<file path="config.mk">
export PLATFORM = sky130hd
export DESIGN_NAME = gf180mcu_ws_io_pwr_seq
export DESIGN_NICKNAME = d
export VERILOG_FILES = /design/src/rtl/gf180mcu_ws_io_pwr_pkg.sv /design/src/rtl/gf180mcu_ws_io_pg_sync.sv /design/src/rtl/gf180mcu_ws_io_pwr_seq.sv
export SDC_FILE = /design/constraint.sdc
export NUM_CORES = 1
export LEC_CHECK = 0
export BUFFER_PORTS_ARGS = -buffer_cell sky130_fd_sc_hd__buf_2
export CAP_MARGIN = 20
export CORE_MARGIN = 10
export CORE_UTILIZATION = 55
export DETAILED_ROUTE_END_ITERATION = 8
export GPL_ROUTABILITY_DRIVEN = 0
export PLACE_DENSITY = 0.71
export SLEW_MARGIN = 20
export SYNTH_ARGS = -nofsm -noshare
export SYNTH_HDL_FRONTEND = slang
export SYNTH_SLANG_ARGS = --single-unit
</file>
<file path="constraint.sdc">
create_clock -name clk -period 3.2 [get_ports clk]
set_clock_uncertainty 0.2 [all_clocks]
set_input_delay 0.32 -clock clk [delete_from_list [all_inputs] [get_ports clk]]
set_output_delay 0.32 -clock clk [all_outputs]
set_load 0.02 [all_outputs]
</file>
<file path="src/rtl/gf180mcu_ws_io_pwr_pkg.sv">
// ---------------------------------------------------------------------------
// gf180mcu_ws_io_pwr_pkg
// Shared types and defaults for the pad-ring I/O supply sequencer.
//   pwr_state_e : sequencer states (OFF, UP_WAIT, ON, DN_WAIT, FAULT)
//   *_DEF       : default parameter values for gf180mcu_ws_io_pwr_seq
//   IDX_W_DEF   : segment index width for the default segment count
// ---------------------------------------------------------------------------
package gf180mcu_ws_io_pwr_pkg;

  typedef enum logic [2:0] {
    OFF     = 3'd0,
    UP_WAIT = 3'd1,
    ON      = 3'd2,
    DN_WAIT = 3'd3,
    FAULT   = 3'd4
  } pwr_state_e;

  localparam int unsigned N_SEG_DEF       = 4;
  localparam int unsigned SETTLE_CYC_DEF  = 16;
  localparam int unsigned TIMEOUT_CYC_DEF = 255;
  localparam int unsigned CNT_W_DEF       = 8;

  localparam int unsigned IDX_W_DEF = $clog2(N_SEG_DEF);

endpackage

</file>
<file path="src/rtl/gf180mcu_ws_io_pg_sync.sv">
// ---------------------------------------------------------------------------
// gf180mcu_ws_io_pg_sync
// Two-flop synchroniser for the asynchronous segment power-good inputs.
// Both stages reset to 0 so a freshly reset sequencer never sees stale
// power-good.
//   clk : sampling clock
//   rst : synchronous active-high reset
//   d   : asynchronous input bus (WIDTH bits)
//   q   : synchronised output bus (WIDTH bits, 2 cycles of latency)
// ---------------------------------------------------------------------------
module gf180mcu_ws_io_pg_sync #(
  parameter int unsigned WIDTH = 1
) (
  input  logic             clk,
  input  logic             rst,
  input  logic [WIDTH-1:0] d,
  output logic [WIDTH-1:0] q
);

  logic [WIDTH-1:0] meta;

  always_ff @(posedge clk) begin
    if (rst) begin
      meta <= '0;
      q    <= '0;
    end else begin
      meta <= d;
      q    <= meta;
    end
  end

endmodule

</file>
<file path="src/rtl/gf180mcu_ws_io_pwr_seq.sv">
// ---------------------------------------------------------------------------
// gf180mcu_ws_io_pwr_seq
// Pad-ring I/O supply sequencer: enables N_SEG DVDD/DVSS segments in
// ascending order and disables them in descending order, waiting for each
// segment's power-good to be stable for SETTLE_CYC cycles. A step that takes
// TIMEOUT_CYC cycles, or a lost supply while ON, latches a sticky fault.
//
// Build option: define GF180MCU_WS_IO_PWR_SEQ_PG_SYNC_EN to pass seg_pg
// through a 2-flop synchroniser (adds 2 cycles per step). Without it seg_pg
// must already be synchronous to clk.
//
// Ports:
//   clk       : clock
//   rst       : synchronous active-high reset
//   pwr_req   : 1 = ring powered, 0 = ring off (level)
//   pwr_ack   : 1 only in ON
//   busy      : 1 while sequencing up or down
//   seg_en    : per-segment supply-switch enables
//   seg_pg    : per-segment power-good
//   fault     : sticky fault flag
//   fault_seg : segment index that faulted
//   fault_clr : clears fault, accepted only while pwr_req = 0
// ---------------------------------------------------------------------------
module gf180mcu_ws_io_pwr_seq
  import gf180mcu_ws_io_pwr_pkg::*;
#(
  parameter int unsigned N_SEG       = N_SEG_DEF,
  parameter int unsigned SETTLE_CYC  = SETTLE_CYC_DEF,
  parameter int unsigned TIMEOUT_CYC = TIMEOUT_CYC_DEF,
  parameter int unsigned CNT_W       = CNT_W_DEF
) (
  input  logic                     clk,
  input  logic                     rst,
  input  logic                     pwr_req,
  output logic                     pwr_ack,
  output logic                     busy,
  output logic [N_SEG-1:0]         seg_en,
  input  logic [N_SEG-1:0]         seg_pg,
  output logic                     fault,
  output logic [$clog2(N_SEG)-1:0] fault_seg,
  input  logic                     fault_clr
);

  localparam int unsigned IDX_W = $clog2(N_SEG);
  localparam logic [IDX_W-1:0] LAST_IDX    = IDX_W'(N_SEG - 1);
  localparam logic [CNT_W-1:0] SETTLE_LAST = CNT_W'(SETTLE_CYC - 1);
  // Fault fires on the edge where the step count would reach TIMEOUT_CYC.
  localparam logic [CNT_W-1:0] STEP_LAST   = CNT_W'(TIMEOUT_CYC - 1);

  pwr_state_e       state;
  logic [IDX_W-1:0] idx;
  logic [CNT_W-1:0] settle_cnt;
  logic [CNT_W-1:0] step_cnt;
  logic [N_SEG-1:0] pg_s;
  logic [IDX_W-1:0] low_fail;

`ifdef GF180MCU_WS_IO_PWR_SEQ_PG_SYNC_EN
  gf180mcu_ws_io_pg_sync #(
    .WIDTH (N_SEG)
  ) u_pg_sync (
    .clk (clk),
    .rst (rst),
    .d   (seg_pg),
    .q   (pg_s)
  );
`else
  assign pg_s = seg_pg;
`endif

  // Lowest-numbered segment whose power-good is missing.
  always_comb begin
    low_fail = '0;
    for (int i = N_SEG - 1; i >= 0; i--) begin
      if (!pg_s[i]) low_fail = IDX_W'(i);
    end
  end

  always_ff @(posedge clk) begin
    if (rst) begin
      state      <= OFF;
      idx        <= '0;
      settle_cnt <= '0;
      step_cnt   <= '0;
      seg_en     <= '0;
      pwr_ack    <= 1'b0;
      busy       <= 1'b0;
      fault      <= 1'b0;
      fault_seg  <= '0;
    end else begin
      case (state)
        OFF: begin
          if (pwr_req) begin
            state      <= UP_WAIT;
            seg_en     <= '0;
            seg_en[0]  <= 1'b1;
            idx        <= '0;
            settle_cnt <= '0;
            step_cnt   <= '0;
            busy       <= 1'b1;
          end
        end

        UP_WAIT: begin
          if (!pwr_req) begin
            state       <= DN_WAIT;
            seg_en[idx] <= 1'b0;
            settle_cnt  <= '0;
            step_cnt    <= '0;
          end else if (pg_s[idx] && settle_cnt == SETTLE_LAST) begin
            // Completion is checked before timeout so it wins a tie.
            settle_cnt <= '0;
            step_cnt   <= '0;
            if (idx != LAST_IDX) begin
              seg_en[idx + 1'b1] <= 1'b1;
              idx                <= idx + 1'b1;
            end else begin
              state   <= ON;
              pwr_ack <= 1'b1;
              busy    <= 1'b0;
            end
          end else if (step_cnt == STEP_LAST) begin
            state      <= FAULT;
            seg_en     <= '0;
            busy       <= 1'b0;
            fault      <= 1'b1;
            fault_seg  <= idx;
            settle_cnt <= '0;
            step_cnt   <= '0;
          end else begin
            settle_cnt <= pg_s[idx] ? settle_cnt + 1'b1 : '0;
            step_cnt   <= step_cnt + 1'b1;
          end
        end

        ON: begin
          if (!pwr_req) begin
            state             <= DN_WAIT;
            idx               <= LAST_IDX;
            seg_en[N_SEG - 1] <= 1'b0;
            pwr_ack           <= 1'b0;
            busy              <= 1'b1;
            settle_cnt        <= '0;
            step_cnt          <= '0;
          end else if (!(&pg_s)) begin
            state     <= FAULT;
            seg_en    <= '0;
            pwr_ack   <= 1'b0;
            fault     <= 1'b1;
            fault_seg <= low_fail;
          end
        end

        DN_WAIT: begin
          // pwr_req is deliberately ignored so power-down always completes.
          if (!pg_s[idx] && settle_cnt == SETTLE_LAST) begin
            settle_cnt <= '0;
            step_cnt   <= '0;
            if (idx != '0) begin
              seg_en[idx - 1'b1] <= 1'b0;
              idx                <= idx - 1'b1;
            end else begin
              state <= OFF;
              busy  <= 1'b0;
            end
          end else if (step_cnt == STEP_LAST) begin
            state      <= FAULT;
            seg_en     <= '0;
            busy       <= 1'b0;
            fault      <= 1'b1;
            fault_seg  <= idx;
            settle_cnt <= '0;
            step_cnt   <= '0;
          end else begin
            settle_cnt <= !pg_s[idx] ? settle_cnt + 1'b1 : '0;
            step_cnt   <= step_cnt + 1'b1;
          end
        end

        FAULT: begin
          if (fault_clr && !pwr_req) begin
            state <= OFF;
            fault <= 1'b0;
          end
        end

        default: begin
          state  <= OFF;
          seg_en <= '0;
          busy   <= 1'b0;
        end
      endcase
    end
  end

endmodule

</file>
==> qor.yml, run 1 <==
min_path:
  hold_class: "input port to register"
  holdPathStages: 3
  min_to: "fault"
  min_from: "fault_clr"
timing:
  setup_viol: 0
  slew_headroom: 0.5721
  timing_hold_violations_final: 0
  whs_ps: 228.3
  final.setup.tns_ps: 0
  timing.final.crit_period_ps: 2658
  tightest_slew_ps: 637.0
  finalMaxSlewViolations: 0
  clock.fmax_mhz: 376.3
  period_share: 0.8305
  setup_ws_ps: 542.4
  rsz0062_at_grt: "false"
placement:
  dp_slack_ps: 592.1
  dp.cells: 331
  hpwl_mm: 3.976
  portBuffers: 16
  placed_area_sq_um: 2235
logic_synthesis:
  syn_area_sq_um: 2142
  synth_top_area_frac: 0.2804
  synth.most_common_cell: "dfxtp_1"
  ys_seq_area_frac: 0.2804
  synth_edf_count: 0
  synth.area.top_cells: "dfxtp_1 (28%), a21oi_1 (6.3%), nand2_1 (4.6%)"
  ys_warn_count: 0
  synth_compound_area_frac: 0.3014
  synthMuxAreaShare: 0.03154
  synthCells: 282
  ys_dominant_reg_cell: "dfxtp_1"
  synth.distinct_cells: 58
  synthSimpleGateAreaFrac: 0.2757
  synth-xor-area-share: 0.01636
  synth_fa_ha_area_frac: 0.04089
  synth_top_family_by_area: "compound AO/OA/AOI/OAI gates"
  synthArstFlopShare: 0
  yosys.area.top_type: "dfxtp_1"
  syn-num-nets: 297
  syn_avg_cell_area_sq_um: 7.596
  synth_commonest_cells: "dfxtp_1 (30), a21oi_1 (27), nand2_1 (26), nor2_1 (21)"
  synth-seq-cells: 30
critical_path:
  timing.rr.start: "idx[0]"
  reg2reg_to: "idx[0]"
  crit_path_end_kind: "register"
  critPathBufInv: 0
  startpoint_type: "register"
  r2r_slack_ps: 540
  slowest_delay_ps: 710
  crit_family: "multiplexers"
  required_ps: 3220
  crit_type: "register to register"
  cp_max_fo: 13
  path_cells: "mux4_2 -> mux2i_2 -> o41a_1 -> or3_1 -> a21oi_1"
  critPathSlowestCell: "mux4_2"
  rr_worst_depth: 5
  cp.arrival_ps: 2680
floorplanning:
  start_util: 0.5764
  dieArea_sq_um: 6791
  core_area_sq_um: 3716
  die_h_um: 82.41
  die_w_um: 82.41
  num_rows: 22
  io_pins: 17
power_and_ir_drop:
  peakVddDrop_uv: 239.0
  p_total_mw: 1.030
  leakagePower_nw: 0.8598
  power.density_nw_per_um2: 438.6
clocking:
  cts_sinks: 30
  cts_buffer_depth: 2
  cts_setup_buffers: 0
  clk_pin_slew_ps: 60
  cts_max_level: 2
  tritoncts: "done"
  ctsRootBufferMaster: "clkbuf_8"
  cts_inserted_buffers: 5
  cts.repair.resized: 0
  insertion_delay_ps: 290
  hold_buffers: 0
grt:
  globalRouteOverflowTotal: 0
  grt_pass1_wl_mm: 9.308
  track_usage: 0.1702
  grt_max_degree: 29
  grt_pass1_vias: 1927
  antenna_found_initial: 0
routing:
  ant_nets: 0
  drt_wl_total_mm: 5.840
  dr.pass1.iters: 5
  viasPerCell: 6.654
  remaining_drc_errors: 0
  vias: 2249
  wl_per_cell_um: 17.28
  drt_iter0_drc: 376
final_layout:
  syn_to_final_growth_pct: 9.579
  final_cells: 338
  post-route-util: 0.6317
  nets: 305
  regArea_sq_um: 600.6
  diodes: 0
  layout-drive-gt1-share: 0.1207
  fillers: 327
  multi_input_area_sq_um: 1426
  final_cell_area_sq_um: 2347
job:
  cap_violations: 0
outcome:
  status: "complete, no violations"
-- report_power, final --
part | switching, mW | internal (mW)
clock | 0.148 | 0.249
sequential | 0.0185 | 0.387
combinational | 0.146 | 0.0805
-- flip-flops by register name (all words and copies together) (netlist names) --
signal / count
busy: 1
fault: 1
fault_seg: 2
idx: 2
pwr_ack: 1
seg_en: 4
settle_cnt: 8
state: 3
step_cnt: 8
-- cell type report --
class / count / area share
timing repair buffer: 19 / 0.04371
sequential: 30 / 0.2559
tap: 48 / 0.02559
clock inverter: 1 / 0.01279
inverter: 12 / 0.01919
clock buffer: 6 / 0.03518
multi-input combinational: 222 / 0.6077
-- worst min-delay path, delay by kind of cell --
| kind | cells | cell delay, ps |
|---|---|---|
| and+or+nand+nor | 1 | 160 |
| AOI/OAI and AO/OA | 1 | 100 |
| buffers and inverters | 1 | 90 |
-- cell usage in the layout, fill, tap and decap left out, types with 3 or more instances in the layout --
cell,n
nand2_1,26
buf_4,3
buf_2,16
clkbuf_8,6
a21oi_1,27
nand3b_1,5
nand3_1,14
or3_1,5
ha_1,7
nand2b_1,9
nor4_1,6
o2111ai_1,4
nand4_1,3
a22oi_1,3
nor3_1,10
a31oi_1,4
xnor2_1,4
a21o_1,6
o21ai_0,10
a211oi_1,7
and3_1,3
inv_1,12
dfxtp_1,30
nor2_1,21
a22o_1,6
-- cell families (layout without fill, tap and decap cells) --
group	count (synthesis)	count (layout)
DFF	30	30
adders and majority gates	7	7
AOI/OAI and AO/OA	92	92
buffers and inverters	30	38
xor gates and xnor gates	4	4
and+or+nand+nor	114	114
muxes	5	5
-- how the worst max path moves through the flow --
stage,startpoint,to,slack [ps],cells after the start
CTS,idx[0],idx[0],560,5
global route,idx[0],idx[0],450,5
global placement,idx[0],idx[1],620,5
floorplan,idx[0],idx[1],860,5
finish,idx[0],idx[0],540,5
detailed placement,idx[0],idx[0],590,5
-- layer usage --
metal,share of wire,track usage
met1,0.46,0.2382
met2,0.43,0.2465
met3,0.091,0.04536
met4,0.018,0.05442
met5,0,0
Note: power is estimated with default switching activity, not from simulation.
==> inputs of run 2 (changes only) <==
CORE_UTILIZATION = 54   (was 55)
PLACE_DENSITY = 0.73   (was 0.71)
clock period = 2.2 ns   (was 3.2 ns; I/O delays follow)
==> qor.yml, run 2 (synthesis gave the netlist of run 1 again) <==
critical_path:
  cp_max_fo: 8  # -5
  timing.rr.start: "idx[0]"
  cp-startpoint: "idx[0]"
  crit_type: "register to register"
  crit_path_end_kind: "register"
  startpoint_type: "register"
  required_ps: 2220  # -1000 ps
  cp.arrival_ps: 2330  # -350 ps
outcome:
  status: "finished, violations left"
  violations: "negative setup slack"
timing:
  clock.fmax_mhz: 432.6  # +15%
  final.setup.tns_ps: -526.9  # -526.9 ps
  slew_headroom: 0.5579  # -0.01414
  timing_hold_violations_final: 0  # unchanged
  finalMaxSlewViolations: 0  # unchanged
  rsz0062_at_grt: "true"
  tightest_slew_ps: 646.4  # +9.393 ps
  period_share: 1.051  # +0.2203
  setup_ws_ps: -111.7  # -654.1 ps
  setup_viol: 12  # +12
  timing.final.crit_period_ps: 2312  # -345.9 ps
floorplanning:
  die_w_um: 82.98  # +0.70%
  io_pins: 17  # unchanged
  dieArea_sq_um: 6886  # +1.4%
  die_h_um: 82.98  # +0.70%
  core_area_sq_um: 3744  # +0.74%
  start_util: 0.5722  # -0.004238
  num_rows: 22  # unchanged
routing:
  remaining_drc_errors: 0  # unchanged
  dr.pass1.iters: 5  # unchanged
  ant_nets: 0  # unchanged
  wl_per_cell_um: 16.52  # -4.4%
  vias: 2459  # +9.3%
  viasPerCell: 6.338  # -4.8%
  drt_wl_total_mm: 6.409  # +9.7%
  drt_iter0_drc: 306  # -19%
final_layout:
  fillers: 272  # -17%
  final_common_cell: "buf_4"
  top_regs: "settle_cnt (8), step_cnt (8), seg_en (4)"
  final_cell_area_sq_um: 2824  # +20%
  nets: 354  # +16%
  syn_to_final_growth_pct: 31.83
  final_cell_mix: "buf_4 (49), dfxtp_1 (29), a21oi_1 (26), nand2_1 (26), nor2_1 (19)"
  layout-drive-gt1-share: 0.2971  # +0.1764
  diodes: 0  # unchanged
clocking:
  cts_inserted_buffers: 5  # unchanged
  cts_buffer_depth: 2  # unchanged
  cts_sinks: 30  # unchanged
  ctsRootBufferMaster: "clkbuf_8"
  cts_max_level: 2  # unchanged
  hold_buffers: 0  # unchanged
  clk_pin_slew_ps: 70  # about the same
  tritoncts: "done"
  insertion_delay_ps: 290  # about the same
power_and_ir_drop:
  power.density_nw_per_um2: 537.9  # +23%
  leakagePower_nw: 1.108  # +29%
  peakVddDrop_uv: 337.0  # +41%
placement:
  portBuffers: 16  # unchanged
  hpwl_mm: 4.547  # +14%
  placed_area_sq_um: 2615  # +17%
min_path:
  min_from: "rst"
  hold_class: "input port to register"
grt:
  grt_max_degree: 17  # -41%
  grt_pass1_vias: 2225  # +15%
  track_usage: 0.1719  # +0.001611
  grt_pass1_wl_mm: 10.47  # +13%
  antenna_found_initial: 0  # unchanged
  globalRouteOverflowTotal: 0  # unchanged
job:
  cap_violations: 0  # unchanged
==> run 2: cell type report <==
type / instances / area [sq um] / share of cell area
multi-input combinational: 222 / 1533 / 0.5428
clock buffer: 7 / 86.33 / 0.03057
inverter: 12 / 45.04 / 0.01595
clock inverter: 1 / 5.005 / 0.001772
tap: 48 / 60.06 / 0.02127
sequential: 30 / 604.3 / 0.2140
timing repair buffer: 68 / 490.5 / 0.1737
==> run 2: through the flow <==
| step | hold slack (ps) | worst slack, ps | cells | power [mW] | util |
|---|---|---|---|---|---|
| after floorplan | 257.7 | -19.71 | 282 | 0.8524 | - |
| after global placement | 280.8 | -142.0 | 377 | 1.009 | 0.6985 |
| after detailed placement | 289.9 | -109.2 | 377 | 1.014 | 0.6985 |
| after CTS | 50.24 | -103.7 | 385 | 1.490 | 0.7293 |
| after global routing | 82.96 | -195.4 | 388 | 1.583 | 0.7543 |
| final | 56.74 | -111.7 | 388 | 1.519 | 0.7543 |
==> run 2: per-layer routing <==
layer	global-route usage	wire (um)	vias to the layer above
li1	-	-	1187
met1	0.2156	2766	1137
met2	0.2828	3075	121
met3	0.04297	437	14
met4	0.04615	130	0
met5	0	0	-
==> run 2: timing repair <==
action / 4_1_cts / 5_1_grt
setup endpoints to repair: 18 / 24
gates cloned: 0 / 0
endpoints found under the hold margin: 0 / 0
pin swaps: 1 / 6
buffers inserted: 0 / 3
gates resized for setup: 6 / 15
==> run 2: path summary, 6_finish.rpt <==
kind | slack (ps) | cells after the start | endpoint
max | -110 | 5 | idx[1]
min | 60 | 2 | state[2]
max reg2reg | -110 | 5 | idx[1]
min reg2reg | 300 | 1 | step_cnt[6]
==> run 2: where the power goes <==
group	total, mW	internal [mW]	switching (mW)
clock network	0.472	0.252	0.220
registers	0.586	0.564	0.0228
logic	0.461	0.206	0.255
total	1.52	1.02	0.498
==> run 2: worst max-delay path: stages (launching register included) <==
cell,delay (ps)
dfxtp_4,350
mux4_2,630
mux2i_4,240
o41a_1,360
or3_1,340
a21oi_2,140
